### config.mk
export PLATFORM = sky130hd
export DESIGN_NAME = mem_stage_flat
export DESIGN_NICKNAME = d
export VERILOG_FILES = /design/src/rtl/mem_stage_pkg.sv /design/src/rtl/mem_stage_if.sv /design/src/rtl/mem_lane_extract.sv /design/src/rtl/mem_stage.sv /design/src/flat_wrapper.sv
export SDC_FILE = /design/constraint.sdc
export NUM_CORES = 1
export LEC_CHECK = 0
export CORE_MARGIN = 3
export CORE_UTILIZATION = 43
export CTS_BUF_LIST = sky130_fd_sc_hd__clkbuf_8 sky130_fd_sc_hd__clkbuf_16
export CTS_CLUSTER_DIAMETER = 150
export DETAILED_ROUTE_END_ITERATION = 7
export PLACE_DENSITY = 0.82
export SKIP_LAST_GASP = 1
export SYNTH_ARGS = -nofsm -noshare
export SYNTH_HDL_FRONTEND = slang
export SYNTH_SLANG_ARGS = --single-unit
### constraint.sdc
create_clock -name clk -period 3.9 [get_ports clk]
set_clock_uncertainty 0.2 [all_clocks]
set_input_delay 0.39 -clock clk [delete_from_list [all_inputs] [get_ports clk]]
set_output_delay 0.39 -clock clk [all_outputs]
set_load 0.03 [all_outputs]
### src/rtl/mem_stage_pkg.sv
// Shared definitions for the MEM pipeline stage: op codes, register widths,
// FSM state encoding and small op-classification helpers.
package mem_stage_pkg;

  localparam int RegAddrBus = 5;
  localparam int RegBus     = 32;

  localparam logic [RegAddrBus-1:0] NOPRegAddr = '0;
  localparam logic [RegBus-1:0]     ZeroWord   = '0;

  localparam logic [3:0] MEM_OP_NONE = 4'd0;
  localparam logic [3:0] MEM_OP_LB   = 4'd1;
  localparam logic [3:0] MEM_OP_LBU  = 4'd2;
  localparam logic [3:0] MEM_OP_LH   = 4'd3;
  localparam logic [3:0] MEM_OP_LHU  = 4'd4;
  localparam logic [3:0] MEM_OP_LW   = 4'd5;
  localparam logic [3:0] MEM_OP_SB   = 4'd6;
  localparam logic [3:0] MEM_OP_SH   = 4'd7;
  localparam logic [3:0] MEM_OP_SW   = 4'd8;

  typedef enum logic [1:0] {
    ST_IDLE = 2'd0,
    ST_BUSY = 2'd1,
    ST_DONE = 2'd2
  } state_e;

  function automatic logic is_load(input logic [3:0] op);
    return (op == MEM_OP_LB) || (op == MEM_OP_LBU) || (op == MEM_OP_LH) ||
           (op == MEM_OP_LHU) || (op == MEM_OP_LW);
  endfunction

  function automatic logic is_store(input logic [3:0] op);
    return (op == MEM_OP_SB) || (op == MEM_OP_SH) || (op == MEM_OP_SW);
  endfunction

  function automatic logic is_half(input logic [3:0] op);
    return (op == MEM_OP_LH) || (op == MEM_OP_LHU) || (op == MEM_OP_SH);
  endfunction

  function automatic logic is_word(input logic [3:0] op);
    return (op == MEM_OP_LW) || (op == MEM_OP_SW);
  endfunction

  // Byte accesses can never be misaligned.
  function automatic logic misaligned(input logic [3:0] op, input logic [1:0] a);
    return (is_half(op) && a[0]) || (is_word(op) && (a != 2'b00));
  endfunction

endpackage

### src/rtl/mem_stage_if.sv
// Single-outstanding req/ack data bus between the MEM stage (master) and
// data memory (slave).
interface mem_stage_if #(
  parameter int ADDR_W = 32,
  parameter int DATA_W = 32
);
  logic                  bus_req;
  logic                  bus_we;
  logic [ADDR_W-1:0]     bus_addr;
  logic [DATA_W/8-1:0]   bus_sel;
  logic [DATA_W-1:0]     bus_wdata;
  logic                  bus_ack;
  logic [DATA_W-1:0]     bus_rdata;

  modport master (
    output bus_req, bus_we, bus_addr, bus_sel, bus_wdata,
    input  bus_ack, bus_rdata
  );

  modport slave (
    input  bus_req, bus_we, bus_addr, bus_sel, bus_wdata,
    output bus_ack, bus_rdata
  );
endinterface

### src/rtl/mem_lane_extract.sv
// Picks the addressed byte/halfword out of a 32-bit read word and
// sign- or zero-extends it according to the load op.
module mem_lane_extract
  import mem_stage_pkg::*;
(
  input  logic [31:0] rdata,
  input  logic [1:0]  addr_lo,
  input  logic [3:0]  op,
  output logic [31:0] load_val
);

  logic [7:0]  lane_byte;
  logic [15:0] lane_half;

  always_comb begin
    lane_byte = rdata[{addr_lo, 3'b000} +: 8];
    lane_half = addr_lo[1] ? rdata[31:16] : rdata[15:0];
    load_val  = ZeroWord;
    case (op)
      MEM_OP_LB:  load_val = {{24{lane_byte[7]}}, lane_byte};
      MEM_OP_LBU: load_val = {24'd0, lane_byte};
      MEM_OP_LH:  load_val = {{16{lane_half[15]}}, lane_half};
      MEM_OP_LHU: load_val = {16'd0, lane_half};
      MEM_OP_LW:  load_val = rdata;
      default:    load_val = ZeroWord;
    endcase
  end

endmodule

### src/rtl/mem_stage.sv
// MEM pipeline stage: issues one bus transfer per load/store, stalls the
// pipeline while it is in flight, and passes non-memory ops straight through.
module mem_stage
  import mem_stage_pkg::*;
#(
  parameter int ADDR_W = 32,
  parameter int DATA_W = 32
) (
  input  logic                  clk,
  input  logic                  rst,
  input  logic [5:0]            stall,
  input  logic [RegAddrBus-1:0] mem_wd,
  input  logic                  mem_wreg,
  input  logic [DATA_W-1:0]     mem_wdata,
  input  logic [3:0]            mem_op,
  input  logic [ADDR_W-1:0]     mem_addr,
  input  logic [DATA_W-1:0]     mem_reg2,
  output logic [RegAddrBus-1:0] wb_wd,
  output logic                  wb_wreg,
  output logic [DATA_W-1:0]     wb_wdata,
  output logic                  misalign,
  output logic                  stallreq,
  mem_stage_if.master           bus
);

  state_e              state_q, state_d;
  logic                bus_req_q, bus_req_d;
  logic                bus_we_q, bus_we_d;
  logic [ADDR_W-1:0]   bus_addr_q, bus_addr_d;
  logic [3:0]          bus_sel_q, bus_sel_d;
  logic [DATA_W-1:0]   bus_wdata_q, bus_wdata_d;
  logic [DATA_W-1:0]   cap_q, cap_d;

  logic [DATA_W-1:0]   load_val;
  logic                op_is_mem;
  logic                op_misaligned;
  logic [3:0]          sel_calc;
  logic [DATA_W-1:0]   wdata_calc;
  logic                unused_stall_bits;

  assign unused_stall_bits = ^{stall[5:4], stall[2:0]};

  mem_lane_extract u_extract (
    .rdata    (bus.bus_rdata),
    .addr_lo  (mem_addr[1:0]),
    .op       (mem_op),
    .load_val (load_val)
  );

  always_comb begin
    op_is_mem     = is_load(mem_op) || is_store(mem_op);
    op_misaligned = op_is_mem && misaligned(mem_op, mem_addr[1:0]);
    if (is_word(mem_op)) begin
      sel_calc   = 4'b1111;
      wdata_calc = mem_reg2;
    end else if (is_half(mem_op)) begin
      sel_calc   = 4'b0011 << mem_addr[1:0];
      wdata_calc = {2{mem_reg2[15:0]}};
    end else begin
      sel_calc   = 4'b0001 << mem_addr[1:0];
      wdata_calc = {4{mem_reg2[7:0]}};
    end
  end

  always_comb begin
    state_d     = state_q;
    bus_req_d   = bus_req_q;
    bus_we_d    = bus_we_q;
    bus_addr_d  = bus_addr_q;
    bus_sel_d   = bus_sel_q;
    bus_wdata_d = bus_wdata_q;
    cap_d       = cap_q;
    wb_wd       = mem_wd;
    wb_wreg     = mem_wreg;
    wb_wdata    = mem_wdata;
    misalign    = 1'b0;
    stallreq    = 1'b0;

    case (state_q)
      ST_IDLE: begin
        if (op_misaligned) begin
          misalign = 1'b1;
          wb_wreg  = 1'b0;
        end else if (op_is_mem) begin
          stallreq    = 1'b1;
          wb_wreg     = 1'b0;
          wb_wdata    = ZeroWord;
          bus_req_d   = 1'b1;
          bus_we_d    = is_store(mem_op);
          bus_addr_d  = {mem_addr[ADDR_W-1:2], 2'b00};
          bus_sel_d   = sel_calc;
          bus_wdata_d = wdata_calc;
          state_d     = ST_BUSY;
        end
      end
      ST_BUSY: begin
        stallreq = 1'b1;
        wb_wreg  = 1'b0;
        wb_wdata = ZeroWord;
        if (bus.bus_ack) begin
          bus_req_d = 1'b0;
          if (is_load(mem_op)) cap_d = load_val;
          state_d = ST_DONE;
        end
      end
      ST_DONE: begin
        // EX/MEM still holds this op, so mem_op tells load from store here.
        wb_wdata = cap_q;
        wb_wreg  = is_load(mem_op) ? mem_wreg : 1'b0;
        if (!stall[3]) state_d = ST_IDLE;
      end
      default: state_d = ST_IDLE;
    endcase
  end

  always_ff @(posedge clk or posedge rst) begin
    if (rst) begin
      state_q     <= ST_IDLE;
      bus_req_q   <= 1'b0;
      bus_we_q    <= 1'b0;
      bus_addr_q  <= '0;
      bus_sel_q   <= '0;
      bus_wdata_q <= '0;
      cap_q       <= '0;
    end else begin
      state_q     <= state_d;
      bus_req_q   <= bus_req_d;
      bus_we_q    <= bus_we_d;
      bus_addr_q  <= bus_addr_d;
      bus_sel_q   <= bus_sel_d;
      bus_wdata_q <= bus_wdata_d;
      cap_q       <= cap_d;
    end
  end

  assign bus.bus_req   = bus_req_q;
  assign bus.bus_we    = bus_we_q;
  assign bus.bus_addr  = bus_addr_q;
  assign bus.bus_sel   = bus_sel_q;
  assign bus.bus_wdata = bus_wdata_q;

endmodule
### src/flat_wrapper.sv
// flat-port wrapper written by rule: the top's interface ports become plain ports
module mem_stage_flat import mem_stage_pkg::*;
#(
  parameter int ADDR_W = 32,
  parameter int DATA_W = 32
)
  (clk, rst, stall, mem_wd, mem_wreg, mem_wdata, mem_op, mem_addr, mem_reg2, wb_wd, wb_wreg, wb_wdata, misalign, stallreq, bus_bus_req, bus_bus_we, bus_bus_addr, bus_bus_sel, bus_bus_wdata, bus_bus_ack, bus_bus_rdata);
  mem_stage_if #(.ADDR_W(ADDR_W), .DATA_W(DATA_W)) bus_i ();
  input  logic clk;
  input  logic rst;
  input  logic [5:0] stall;
  input  logic [RegAddrBus-1:0] mem_wd;
  input  logic mem_wreg;
  input  logic [DATA_W-1:0] mem_wdata;
  input  logic [3:0] mem_op;
  input  logic [ADDR_W-1:0] mem_addr;
  input  logic [DATA_W-1:0] mem_reg2;
  output logic [RegAddrBus-1:0] wb_wd;
  output logic wb_wreg;
  output logic [DATA_W-1:0] wb_wdata;
  output logic misalign;
  output logic stallreq;
  output wire logic [$bits(bus_i.bus_req)-1:0] bus_bus_req;
  output wire logic [$bits(bus_i.bus_we)-1:0] bus_bus_we;
  output wire logic [$bits(bus_i.bus_addr)-1:0] bus_bus_addr;
  output wire logic [$bits(bus_i.bus_sel)-1:0] bus_bus_sel;
  output wire logic [$bits(bus_i.bus_wdata)-1:0] bus_bus_wdata;
  input wire logic [$bits(bus_i.bus_ack)-1:0] bus_bus_ack;
  input wire logic [$bits(bus_i.bus_rdata)-1:0] bus_bus_rdata;
  assign bus_bus_req = bus_i.bus_req;
  assign bus_bus_we = bus_i.bus_we;
  assign bus_bus_addr = bus_i.bus_addr;
  assign bus_bus_sel = bus_i.bus_sel;
  assign bus_bus_wdata = bus_i.bus_wdata;
  assign bus_i.bus_ack = bus_bus_ack;
  assign bus_i.bus_rdata = bus_bus_rdata;
  mem_stage #(.ADDR_W(ADDR_W), .DATA_W(DATA_W)) u_core (.clk(clk), .rst(rst), .stall(stall), .mem_wd(mem_wd), .mem_wreg(mem_wreg), .mem_wdata(mem_wdata), .mem_op(mem_op), .mem_addr(mem_addr), .mem_reg2(mem_reg2), .wb_wd(wb_wd), .wb_wreg(wb_wreg), .wb_wdata(wb_wdata), .misalign(misalign), .stallreq(stallreq), .bus(bus_i));
endmodule
==> results of run 1 <==
area by class of cell:
cell class                 count  share of cell area (%)
clock inverter                 6                   0.620
sequential                   102                    30.1
timing repair buffer         257                    29.5
inverter                       7                   0.339
multi-input combinational    417                    34.0
clock buffer                  10                    2.82
tap                          172                    2.54
cells in the final DEF, fill, tap and decap left out, types with 8 or more instances in the layout:
cell,Yosys,final
nor2_1,85,83
mux2_4,32,32
a2111oi_0,8,8
a22o_1,26,26
dfrtp_1,102,102
nand2_1,53,53
buf_4,10,43
o21a_1,9,9
a21oi_1,43,43
o32ai_1,8,8
nand2b_1,11,11
a221oi_1,8,8
mux2i_1,23,23
mux2_2,17,17
o21ai_0,14,14
o22ai_1,10,10
clkdlybuf4s50_1,0,210
clkbuf_16,0,9
cells by family (layout without fill, tap and decap cells):
logic type	Yosys count	after routing	share of synthesized area, %
muxes	72	72	15.6
other	1	2	0.0650
buffers and inverters	58	280	6.29
xor gates and xnor gates	3	3	0.456
adders and majority gates	1	1	0.174
DFF	102	102	44.2
AOI/OAI and AO/OA	157	157	18.9
and+or+nand+nor	182	182	14.2
flip-flops by register name (all words and copies together) (netlist names):
register              flops
u_core.state_q            2
u_core.bus.bus_we         1
u_core.bus.bus_addr      30
u_core.bus.bus_sel        4
u_core.bus.bus_wdata     32
u_core.bus.bus_req        1
u_core.cap_q             32
metrics by stage:
stage                     cell area, sq um  hold WS [ns]  total power, mW  setup WS (ns)
after detailed placement              8190         0.283             5.85          0.448
after global placement                8190         0.281             5.75          0.542
final                                 8480         0.291             6.72          0.473
after global routing                  8480         0.316             7.06          0.238
after CTS                             8480         0.299             6.76          0.467
after floorplan                       5770         0.267             4.32          0.635
per-layer routing:
| layer | part of all wire (%) | up-vias | routed length, um |
|---|---|---|---|
| met5 | 0 | - | 0 |
| met4 | 4.4 | 0 | 828 |
| met3 | 6.9 | 61 | 1300 |
| met2 | 49 | 286 | 9310 |
| met1 | 40 | 2680 | 7490 |
| li1 | - | 2517 | - |
path summary, 6_finish.rpt:
check | endpoint | slack, ns
max in group asynchronous | u_core.bus.bus_addr[28]$_DFFE_PP0P_ | 2.18
min in group asynchronous | u_core.bus.bus_addr[7]$_DFFE_PP0P_ | 0.41
hold / removal | u_core.bus.bus_we$_DFFE_PP0P_ | 0.29
setup / recovery | wb_wdata[6] | 0.47
hold reg to reg | u_core.bus.bus_we$_DFFE_PP0P_ | 0.29
setup reg to reg | u_core.bus.bus_wdata[27]$_DFFE_PP0P_ | 1.00
power by group:
group,internal (mW),switching [mW]
logic,1.76,2.14
clock network,0.462,0.420
registers,1.60,0.350
total,3.81,2.91
worst max-delay path, cell delays in order:
cell and delay, ns:
clkdlybuf4s50_1 0.76, nand2_1 0.18, a221oi_1 0.36, o21ai_2 0.20
o21ai_0 0.24, clkdlybuf4s50_1 0.70
Yosys cell counts, types with 4 or more instances:
library cell    n
dfrtp_1       102
o21a_1          9
nor2_1         85
nor2b_1         4
mux2_2         17
nand2_1        53
a22oi_1         4
a221oi_1        8
a22o_1         26
nand2b_1       11
buf_4          10
clkbuf_1       14
mux2i_1        23
inv_1           7
a31oi_1         7
nor3_1          6
o21ai_0        14
mux2_4         32
a2111oi_0       8
nor3b_1         6
o22ai_1        10
buf_6           5
o32ai_1         8
buf_2          17
a21oi_1        43
==> reports/metrics.yaml, run 1 <==
power_and_ir_drop:
  cellPowerDensity_mw_per_mm2: 793
  p_leak_nw: 3.55
  ir_drop_uv: 475
synth:
  yosysUniqueCellTypes: 58
  yosysSeqAreaShare_pct: 44.2
  synthFlopType: "dfrtp_1"
  synth_edf_count: 0
  yosysWarnings: 0
  ys_ff_latch: 102
  ys_async_sr_fraction_pct: 100
  synth_top_area_share_pct: 44.2
  syn_area_sq_mm: 0.00577
  syn_inst: 576
  synth.largest_area_cell: "dfrtp_1"
  netlist_top_cells_area: "dfrtp_1 (44%), mux2_4 (8.3%), nor2_1 (5.5%)"
  syn_avg_cell_area_sq_um: 10.0
detailed_routing:
  first_iter_violations: 596
  wl_per_cell_um: 19.5
  vias_per_cell: 5.71
  vias: 5544
  ant_nets: 0
  dr.pass1.iters: 6
  drt_wl_total_mm: 18.9
  drc_errors: 0
clock_network:
  ctsHtreeMaxLevel: 3
  cts_tree: "yes"
  root_buffer: "clkbuf_16"
  clock_path_buffers: 2
  clock_latency_ns: 0.35
  hold_buffers: 0
  cts_setup_buffers: 0
  numCtsBuffers: 9
  path_clk_slew_ns: 0.07
  cts.repair.resized: 0
  cts.sinks: 102
floorplanning:
  start_util_pct: 44.8
  fp.dieH_um: 122
  boundaryPins: 257
  core_sq_mm: 0.0129
  rows: 41
  dieArea_sq_mm: 0.0148
  die_w_um: 122
setup_path:
  crit_start: "mem_op[0]"
  worstPathArrival_ns: 2.84
  cp_max_fo: 13
  worstReg2RegStart: "u_core.state_q[0]$_DFFE_PP0P_"
  critical_path_class: "in -> out"
  worst_setup_path_start_kind: "input pin"
  rr_worst_depth: 5
  critPathCaptureType: "primary output"
  critPathRequiredTime_ns: 3.31
placement:
  portBuffers: 239
  place.gp.congestion: 0.924
  post-place-cells: 955
  hpwlAfterDp_mm: 14.3
timing:
  worst_pin_slew_ns: 1.19
  max-slew-margin-rel_pct: 20.4
  fmax_ghz: 0.292
  setup-violations-final: 0
  rsz0062_at_grt: "false"
  slew_viol_final: 0
  hold_viol: 0
  fin_crit_sh_pct: 87.9
  setup_tns_ns: 0
  period_minus_slack_ns: 3.43
global_routing:
  use_met1_pct: 32.3
  busiest_layer: "met2"
  grt_overflow_total: 0
  antenna_found_initial: 0
  grt_pass1_wl_mm: 28.9
  grtUsageTotal_pct: 25.0
  first_global_vias: 5278
  grt_max_degree: 78
  grt_util_met3_pct: 5.11
  met2_usage_pct: 41.0
finish:
  final-seq-area_sq_mm: 0.00255
  multiInputGateArea_sq_mm: 0.00289
  final_nets: 941
  n_fill_cell: 983
  final_util_pct: 65.9
  drive_gt1_share_pct: 15.6
  num_antenna_cells: 0
  final_cells: 971
  area_growth_pct: 47.0
job:
  drv_cap: 0
status:
  outcome: "completed"
hold_path:
  worstHoldStart: "u_core.bus.bus_we$_DFFE_PP0P_"
  hold_path.class: "reg -> reg"
  hold_depth: 1
Note: power is estimated with default switching activity, not from simulation.
==> inputs of run 2 (changes only) <==
--- a/config.mk
+++ b/config.mk
@@ -5,8 +5,9 @@
 export SDC_FILE = /design/constraint.sdc
 export NUM_CORES = 1
 export LEC_CHECK = 0
+export ABC_AREA = 1
 export CORE_MARGIN = 3
-export CORE_UTILIZATION = 43
+export CORE_UTILIZATION = 42
 export CTS_BUF_LIST = sky130_fd_sc_hd__clkbuf_8 sky130_fd_sc_hd__clkbuf_16
 export CTS_CLUSTER_DIAMETER = 150
 export DETAILED_ROUTE_END_ITERATION = 7
==> reports/metrics.yaml, run 2 <==
detailed_routing:
  vias_per_cell: 4.96  # was 5.71
  wl_per_cell_um: 15.4  # was 19.5 um
  dr.pass1.iters: 5  # was 6
  first_iter_violations: 358  # was 596
  vias: 5767  # was 5,544
  drt_wl_total_mm: 17.9  # was 18.9 mm
  drc_errors: 0  # unchanged
  ant_nets: 0  # unchanged
synth:
  post-synth-top-count-cell: "nand2_1"  # was dfrtp_1
  netlist_top_cells_area: "dfrtp_1 (47%), nand2_1 (26%), o21ai_0 (3.6%)"  # was dfrtp_1 (44%), mux2_4 (8.3%), nor2_1 (5.5%)
  syn_area_sq_mm: 0.00546  # was 0.00577 sq mm
  ys_async_sr_fraction_pct: 100  # unchanged
  ys_top_cells_by_count: "nand2_1 (379), dfrtp_1 (102), inv_1 (44), nor2_1 (43), o21ai_0 (39)"  # was dfrtp_1 (102), nor2_1 (85), nand2_1 (53), a21oi_1 (43), mux2_4 (32)
  syn_inst: 772  # was 576
  synth_top_area_share_pct: 46.7  # was 44.2%
  yosysUniqueCellTypes: 24  # was 58
  synth.largest_area_cell: "dfrtp_1"  # unchanged
  ys_ff_latch: 102  # unchanged
  synthFlopType: "dfrtp_1"  # unchanged
  syn_avg_cell_area_sq_um: 7.08  # was 10.0 sq um
  yosysWarnings: 0  # unchanged
  synth_edf_count: 0  # unchanged
  yosysSeqAreaShare_pct: 46.7  # was 44.2%
setup_path:
  cp.buffers_inverters: 3  # was 2
  cp_common_cell: "nand2_1"  # was clkdlybuf4s50_1
  cp_top_family: "simple AND/OR/NAND/NOR gates"  # was buffers and inverters
  crit_start: "mem_op[1]"  # was mem_op[0]
  worst_setup_path_start_kind: "input pin"  # unchanged
  slowest_delay_ns: 0.52  # was 0.76 ns
  critPathRequiredTime_ns: 3.31  # about the same
  rr_worst_depth: 8  # was 5
  worstReg2RegStart: "u_core.state_q[1]$_DFFE_PP0P_"  # was u_core.state_q[0]$_DFFE_PP0P_
  regToRegSetupSlack_ns: 1.80  # was 1.00 ns
  crit_slowest_cell: "nand3_2"  # was clkdlybuf4s50_1
  crit_chain: "clkdlybuf4s50_1 -> nand2_1 -> inv_1 -> nand2_2 -> nand3_4 -> nand2_1 -> nand2_1 -> nand2_1 -> nand3_2 -> nand2_1 -> nand2_1 -> buf_4"  # was clkdlybuf4s50_1 -> nand2_1 -> a221oi_1 -> o21ai_2 -> o21ai_0 -> clkdlybuf4s50_1
  regToRegEndpoint: "u_core.cap_q[28]$_DFFE_PP0P_"  # was u_core.bus.bus_wdata[27]$_DFFE_PP0P_
  worstPathArrival_ns: 2.87  # was 2.84 ns
  cp_max_fo: 32  # was 13
  critical_path_class: "in -> out"  # unchanged
  critPathCaptureType: "primary output"  # unchanged
clock_network:
  path_clk_slew_ns: 0.07  # about the same
  cts.repair.resized: 0  # unchanged
  numCtsBuffers: 9  # unchanged
  clock_latency_ns: 0.35  # about the same
  clock_path_buffers: 2  # unchanged
  cts_setup_buffers: 0  # unchanged
  ctsHtreeMaxLevel: 3  # unchanged
  cts.sinks: 102  # unchanged
  hold_buffers: 0  # unchanged
  cts_tree: "yes"  # unchanged
  root_buffer: "clkbuf_16"  # unchanged
floorplanning:
  die_w_um: 120  # was 122 um
  core_sq_mm: 0.0127  # was 0.0129 sq mm
  start_util_pct: 43.1  # was 44.8%
  boundaryPins: 257  # unchanged
  fp.dieH_um: 120  # was 122 um
  dieArea_sq_mm: 0.0144  # was 0.0148 sq mm
  rows: 41  # unchanged
timing:
  setup_tns_ns: 0  # unchanged
  fmax_ghz: 0.289  # was 0.292 GHz
  max-slew-margin-rel_pct: 46.9  # was 20.4%
  slew_viol_final: 0  # unchanged
  setup-violations-final: 0  # unchanged
  hold_viol: 0  # unchanged
  period_minus_slack_ns: 3.46  # was 3.43 ns
  worst_pin_slew_ns: 0.795  # was 1.19 ns
  setup_slack_ns: 0.441  # was 0.473 ns
  fin_crit_sh_pct: 88.7  # was 87.9%
  hold_slack_ns: 0.155  # was 0.291 ns
  rsz0062_at_grt: "false"  # unchanged
finish:
  final_common_cell: "nand2_1"  # was clkdlybuf4s50_1
  final_cell_mix: "nand2_1 (379), clkdlybuf4s50_1 (206), dfrtp_1 (102)"  # was clkdlybuf4s50_1 (210), dfrtp_1 (102), nor2_1 (83)
  num_antenna_cells: 0  # unchanged
  area_growth_pct: 50.1  # was 47.0%
  n_fill_cell: 1144  # was 983
  final_nets: 1133  # was 941
  final_util_pct: 64.7  # was 65.9%
  drive_gt1_share_pct: 7.98  # was 15.6%
global_routing:
  first_global_vias: 5663  # was 5,278
  grtUsageTotal_pct: 25.1  # was 25.0%
  grt_pass1_wl_mm: 28.7  # was 28.9 mm
  grt_max_degree: 78  # unchanged
  grt_overflow_total: 0  # unchanged
  antenna_found_initial: 0  # unchanged
power_and_ir_drop:
  cellPowerDensity_mw_per_mm2: 761  # was 793 mW/mm^2
  ir_drop_uv: 521  # was 475 uV
  p_leak_nw: 4.04  # was 3.55 nW
placement:
  place.gp.congestion: 0.832  # was 0.924
  place_ws_ns: 0.397  # was 0.448 ns
  hpwlAfterDp_mm: 13.0  # was 14.3 mm
  portBuffers: 239  # unchanged
hold_path:
  hold_path.class: "in -> async"  # was reg -> reg
job:
  drv_cap: 0  # unchanged
status:
  outcome: "completed"  # unchanged
[run 2: cell types whose count changed in the layout (fill, tap and decap cells not counted), sizes merged, moves of 10 or more]
cell	before	now
a21oi	44	19
a22o	26	0
inv	10	47
mux2	49	0
mux2i	23	1
nand2	53	382
nand2b	11	0
nand3	3	33
nand4	0	16
nor2	88	44
o21ai	17	41
o22ai	10	0
[run 2: stage by stage]
step	power, mW	area (sq um)	cells
after floorplan	3.91	5470	773
after global placement	5.26	7880	1147
after detailed placement	5.30	7880	1147
after CTS	6.30	8200	1162
after global routing	6.65	8200	1162
final	6.24	8200	1162
[run 2: cells by family (layout without fill, tap and decap cells)]
| group | Yosys count | in the layout | share of synthesized area, % |
|---|---|---|---|
| other | 1 | 2 | 0.0686 |
| flip-flops | 102 | 102 | 46.7 |
| buffers and inverters | 94 | 311 | 7.86 |
| AND/OR/NAND/NOR | 483 | 483 | 35.5 |
| AO/OA/AOI/OAI | 91 | 91 | 9.62 |
| multiplexers | 1 | 1 | 0.183 |
[run 2: worst max-delay path by stage]
stage | slack (ns) | cells past startpoint | to
after global placement | 0.43 | 12 | wb_wdata[31]
after global routing | 0.18 | 12 | wb_wdata[27]
after detailed placement | 0.40 | 12 | wb_wdata[31]
after CTS | 0.39 | 12 | wb_wdata[31]
final | 0.44 | 12 | wb_wdata[31]
after floorplan | 0.63 | 1 | u_core.bus.bus_addr[10]$_DFFE_PP0P_
[run 2: routing by layer]
layer	GRT usage, %	wire, um	vias up
met5	0	0	-
met4	9.74	485	0
met3	8.72	1940	38
met2	41.1	8380	256
met1	30.4	7080	2634
li1	-	-	2839
[run 2: final cells by class]
cell class,count,area (sq um),area share [%]
clock buffer,9,225,2.75
clock inverter,6,88.8,1.08
inverter,46,175,2.14
multi-input combinational,577,2510,30.6
sequential,102,2550,31.1
tap,172,215,2.63
timing repair buffer,250,2430,29.6
[run 2: power breakdown]
part	switching [mW]	total, mW	internal, mW
Combinational	2.08	3.41	1.33
Clock	0.404	0.963	0.559
Sequential	0.298	1.87	1.57
==> inputs of run 3 (changes only) <==
--- a/config.mk
+++ b/config.mk
@@ -5,9 +5,8 @@
 export SDC_FILE = /design/constraint.sdc
 export NUM_CORES = 1
 export LEC_CHECK = 0
-export ABC_AREA = 1
 export CORE_MARGIN = 3
-export CORE_UTILIZATION = 42
+export CORE_UTILIZATION = 43
 export CTS_BUF_LIST = sky130_fd_sc_hd__clkbuf_8 sky130_fd_sc_hd__clkbuf_16
 export CTS_CLUSTER_DIAMETER = 150
 export DETAILED_ROUTE_END_ITERATION = 7
==> results of run 3 <==
Same layout as run 1: the final DEF is identical, and so are final timing and power.
